**config.mk**
```make
export PLATFORM = sky130hd
export DESIGN_NAME = tick_sched
export DESIGN_NICKNAME = d
export VERILOG_FILES = /design/src/rtl/tick_sched.sv
export SDC_FILE = /design/constraint.sdc
export NUM_CORES = 1
export LEC_CHECK = 0
export ABC_AREA = 0
export ABC_CLOCK_PERIOD_IN_PS = 4200
export CORE_ASPECT_RATIO = 0.7
export CORE_MARGIN = 3
export CORE_UTILIZATION = 55
export CTS_BUF_LIST = sky130_fd_sc_hd__clkbuf_4
export DETAILED_ROUTE_END_ITERATION = 6
export GPL_TIMING_DRIVEN = 0
export HOLD_SLACK_MARGIN = 0.08
export PLACE_DENSITY = 0.81
export SLEW_MARGIN = 20
export SYNTH_ARGS = -nofsm -noshare
export SYNTH_HDL_FRONTEND = slang
export SYNTH_SLANG_ARGS = --single-unit
```
**constraint.sdc**
```tcl
create_clock -name clk -period 4.2 [get_ports clk]
set_input_delay 0.63 -clock clk [delete_from_list [all_inputs] [get_ports clk]]
set_output_delay 0.63 -clock clk [all_outputs]
set_load 0.05 [all_outputs]
```
**src/rtl/tick_sched.sv**
```systemverilog
// Clock-enable scheduler: issues a one-cycle tick every div+1 cycles while running,
// with halt-at-boundary, single-step and a HALT-only divide-value handshake.
module tick_sched #(
    parameter int unsigned DIV_W       = 32,
    parameter int unsigned DEFAULT_DIV = 15,
    parameter int unsigned CNT_W       = 16
) (
    input  logic             clk,
    input  logic             rst_n,
    input  logic             cmd_run,
    input  logic             cmd_step,
    input  logic             cmd_halt,
    input  logic             cfg_valid,
    input  logic [DIV_W-1:0] cfg_div,
    output logic             cfg_ready,
    output logic             tick,
    output logic [1:0]       state,
    output logic [CNT_W-1:0] tick_count
);

    typedef enum logic [1:0] {
        S_HALT = 2'd0,
        S_RUN  = 2'd1,
        S_STOP = 2'd2,
        S_STEP = 2'd3
    } state_t;

    state_t           r_state;
    logic [DIV_W-1:0] r_cnt;
    logic [DIV_W-1:0] r_div;
    logic             r_tick;
    logic [CNT_W-1:0] r_tick_count;

    state_t           w_state_nxt;
    logic [DIV_W-1:0] w_cnt_nxt;
    logic [DIV_W-1:0] w_div_nxt;
    logic             w_tick_nxt;
    logic [CNT_W-1:0] w_tick_count_nxt;
    logic             w_at_period;

    // State and datapath registers
    always_ff @(posedge clk or negedge rst_n) begin
        if (!rst_n) begin
            r_state      <= S_HALT;
            r_cnt        <= '0;
            r_div        <= DIV_W'(DEFAULT_DIV);
            r_tick       <= 1'b0;
            r_tick_count <= '0;
        end else begin
            r_state      <= w_state_nxt;
            r_cnt        <= w_cnt_nxt;
            r_div        <= w_div_nxt;
            r_tick       <= w_tick_nxt;
            r_tick_count <= w_tick_count_nxt;
        end
    end

    // Next-state, period counter and tick generation
    always_comb begin
        w_state_nxt = r_state;
        w_cnt_nxt   = r_cnt;
        w_div_nxt   = r_div;
        w_tick_nxt  = 1'b0;
        w_at_period = (r_cnt == r_div);

        // RUN and STOP share the same period counting
        if (r_state == S_RUN || r_state == S_STOP) begin
            if (w_at_period) begin
                w_cnt_nxt  = '0;
                w_tick_nxt = 1'b1;
            end else begin
                w_cnt_nxt = r_cnt + DIV_W'(1);
            end
        end

        case (r_state)
            S_HALT: begin
                w_cnt_nxt = '0;
                if (cfg_valid) begin
                    w_div_nxt = cfg_div;
                end
                if (cmd_step) begin
                    w_state_nxt = S_STEP;
                end else if (cmd_run) begin
                    w_state_nxt = S_RUN;
                end
            end
            S_RUN: begin
                if (cmd_halt) begin
                    w_state_nxt = S_STOP;
                end
            end
            S_STOP: begin
                if (cmd_run) begin
                    w_state_nxt = S_RUN;
                end else if (w_at_period) begin
                    w_state_nxt = S_HALT;
                end
            end
            S_STEP: begin
                w_tick_nxt  = 1'b1;
                w_state_nxt = S_HALT;
            end
            default: w_state_nxt = S_HALT;
        endcase

        w_tick_count_nxt = w_tick_nxt ? r_tick_count + CNT_W'(1) : r_tick_count;
    end

    assign cfg_ready  = (r_state == S_HALT);
    assign tick       = r_tick;
    assign state      = 2'(r_state);
    assign tick_count = r_tick_count;

endmodule

```
==> out/results.ini <==
[power_and_ir_drop]
swShare_pct=40.7
power_frac_clock_pct=15.2
p_total_w=0.00304
leakage_nw=2.23
internal-power_w=0.00180
max-vdd-ir-drop_mv=0.342
p_seq_share_pct=39.9
pwr-share-comb_pct=44.9
p_sw_w=0.00124
cellPowerDensity_mw_per_mm2=582

[logic_synthesis]
ys_warn_count=0
synthTopCellsByArea=dfrtp_1 (45%), mux2_2 (8.2%), xnor2_1 (7.0%)
synth_top_cell_by_area=dfrtp_1
synth_ff_type=dfrtp_1
synth_edf_count=0
ys_types=46
synth-async-reset-ratio_pct=100
avgSynthCellArea_um2=10.9
syn_nets=447
synth_seq_area_share_pct=47.6
synth_seq_cells=83
synth_area_mm2=0.00437
synth_cells=402
synth_top_area_share_pct=45.2

[layout]
layout_commonest_cell=dfrtp_1
most-common-layout-cells=dfrtp_1 (79), clkdlybuf4s50_1 (56), xnor2_1 (35), mux2_2 (32), nand2_1 (26)
final_cells=574
nets=516
utilization_pct=69.5
post_route_cells_drive_above_1_share_pct=15.3
stdcell_area_mm2=0.00522
area_delta_synth_final_pct=19.4
num_antenna_cells=0

[global_routing]
grt_max_degree=50
grt_pass1_wl_um=16600
antenna_found_initial=0
grt_pass1_vias=3307
overflow=0
grt_usage_pct=23.5

[detailed_routing]
via_per_inst=5.89
drc=0
antenna_left=0
wirelength_um=9920
drt_iter0_markers=370
dr.pass1.iters=5
wl_per_cell_um=17.3
num_vias=3378

[min_path]
hold_class=in -> async

[critical_path]
crit_type=reg -> out
cp.required_ns=3.57
arrival_ns=2.03
crit_family=buffers and inverters
cp_max_fo=6
crit_buf_inv=2
critPathSlowestCell=clkdlybuf4s50_1
cp_slowest_stage_delay_ns=0.80
path_cells=inv_1 -> ha_1 -> clkdlybuf4s50_1
endpoint_kind=output port
startpoint_type=register
crit_cells=3
worst_r2r_path_depth=9

[timing]
slew_viol_final=0
clock.fmax_ghz=0.377
fin_crit_ns=2.66
rsz0062_at_grt=no
finalCritPeriodShare_pct=63.2
setup_viol=0
worstMarginPinSlew_ns=0.745
skew_ns=0.0122
worst_slew_margin_rel_pct=49.9
holdWs_ns=0.196
hold_viol_final=0

[clocking]
cts.repair.resized=0
cts-hold-fix-buffers=0
cts_buffers=9
clock-sinks=83
clockBufferDepth=2
postCtsSetupBuffers=0
htree_num_levels=3
clk_latency_ns=0.43
path_clk_slew_ns=0.12
cts_tree=built
cts-root-buf=clkbuf_4

[place]
place_inst=558
port_buffers=57
gp_congestion=0.862
dpl.hpwl_um=7350
dpl_cell_area_mm2=0.00508

[floorplanning]
die_w_um=113
start_util_pct=58.2
fp-row-count=26
io_pins=58
dieHeight_um=80.6
core_area_mm2=0.00751
die_area_mm2=0.00907

[status]
status=finished clean

[run]
max_cap_violations=0

final timing paths:
kind                           startpoint        endpoint  slack, ns
min in group clk           tick_count[15]  tick_count[15]       0.48
setup / recovery                 state[0]       cfg_ready       1.54
max in group asynchronous           rst_n        r_div[0]       3.33
hold reg to reg            tick_count[15]  tick_count[15]       0.48
setup reg to reg                r_cnt[24]       r_cnt[30]       1.56
hold / removal                      rst_n       r_div[22]       0.20
area by class of cell:
| class | count | area [um^2] |
|---|---|---|
| Sequential cell | 83 | 2080 |
| Tap cell | 98 | 123 |
| Multi-Input combinational cell | 281 | 2120 |
| Timing Repair Buffer | 58 | 588 |
| Inverter | 16 | 60.1 |
| Buffer | 22 | 115 |
| Fill cell | 563 | 2290 |
| Clock inverter | 7 | 68.8 |
| Clock buffer | 9 | 67.6 |
cells by family after synthesis:
logic type,synth area share (%)
flip-flops,47.6
buffers and inverters,4.01
adder cells (fa/ha/maj),2.00
multiplexers,12.2
AND/OR/NAND/NOR,15.7
AO/OA/AOI/OAI,9.13
XOR/XNOR,9.41
cell usage after synthesis, types with 2 or more instances:
| cell | n |
|---|---|
| dfrtp_1 | 79 |
| xnor2_1 | 35 |
| mux2_2 | 32 |
| nand2_1 | 26 |
| a21oi_1 | 21 |
| nand3_1 | 21 |
| nand4_1 | 17 |
| inv_1 | 15 |
| mux2i_1 | 15 |
| and3_1 | 13 |
| nor2_1 | 12 |
| xor2_1 | 12 |
| buf_2 | 8 |
| clkbuf_1 | 8 |
| a22o_1 | 7 |
| ha_1 | 7 |
| a21o_1 | 6 |
| and4_1 | 6 |
| o21ai_1 | 6 |
| a31oi_1 | 5 |
| nor4_1 | 5 |
| dfstp_2 | 4 |
| nand2b_1 | 4 |
| a41oi_1 | 3 |
| buf_1 | 3 |
| buf_6 | 3 |
| nor3_1 | 3 |
| o21ai_0 | 3 |
| a2111oi_0 | 2 |
| and2_1 | 2 |
| mux2_1 | 2 |
| nor2b_1 | 2 |
| nor4_4 | 2 |
metrics by stage:
step / setup TNS, ns / worst slack [ns]
2_1_floorplan: 0 / 1.68
3_3_place_gp: -33.04 / -0.425
3_5_place_dp: 0 / 1.68
4_1_cts: 0 / 1.51
5_1_grt: 0 / 1.40
6_report: 0 / 1.54
worst reg2reg max path: stages (launching register included):
cell      delay [ns]
dfrtp_1         0.40
buf_6           0.14
xnor2_1         0.32
nand4_1         0.20
nor4_4          0.53
a211oi_2        0.22
buf_2           0.24
buf_2           0.23
a21oi_1         0.16
mux2i_1         0.09
power by group through the flow:
stage | logic (W) | clock network [W] | registers [W]
after floorplan | 0.000867 | 0 | 0.00130
after global placement | 0.00132 | 0 | 0.00121
after detailed placement | 0.00136 | 0 | 0.00123
after CTS | 0.00136 | 0.000470 | 0.00121
after global routing | 0.00148 | 0.000512 | 0.00124
final | 0.00136 | 0.000461 | 0.00121
state kept, by name (all words and copies together), names as in the netlist:
| signal | count |
|---|---|
| r_cnt | 32 |
| state | 2 |
| tick | 1 |
| tick_count | 16 |
| r_div | 32 |
per-layer routing:
metal  up-vias  wire length (um)  global-route usage (%)
met4         0               109                    7.32
met3        12               890                    7.53
met2       137              4420                    34.9
met5         -                 0                       0
met1      1651              4510                    32.7
li1       1578                 -                       -
(Power assumes the default switching activity.)
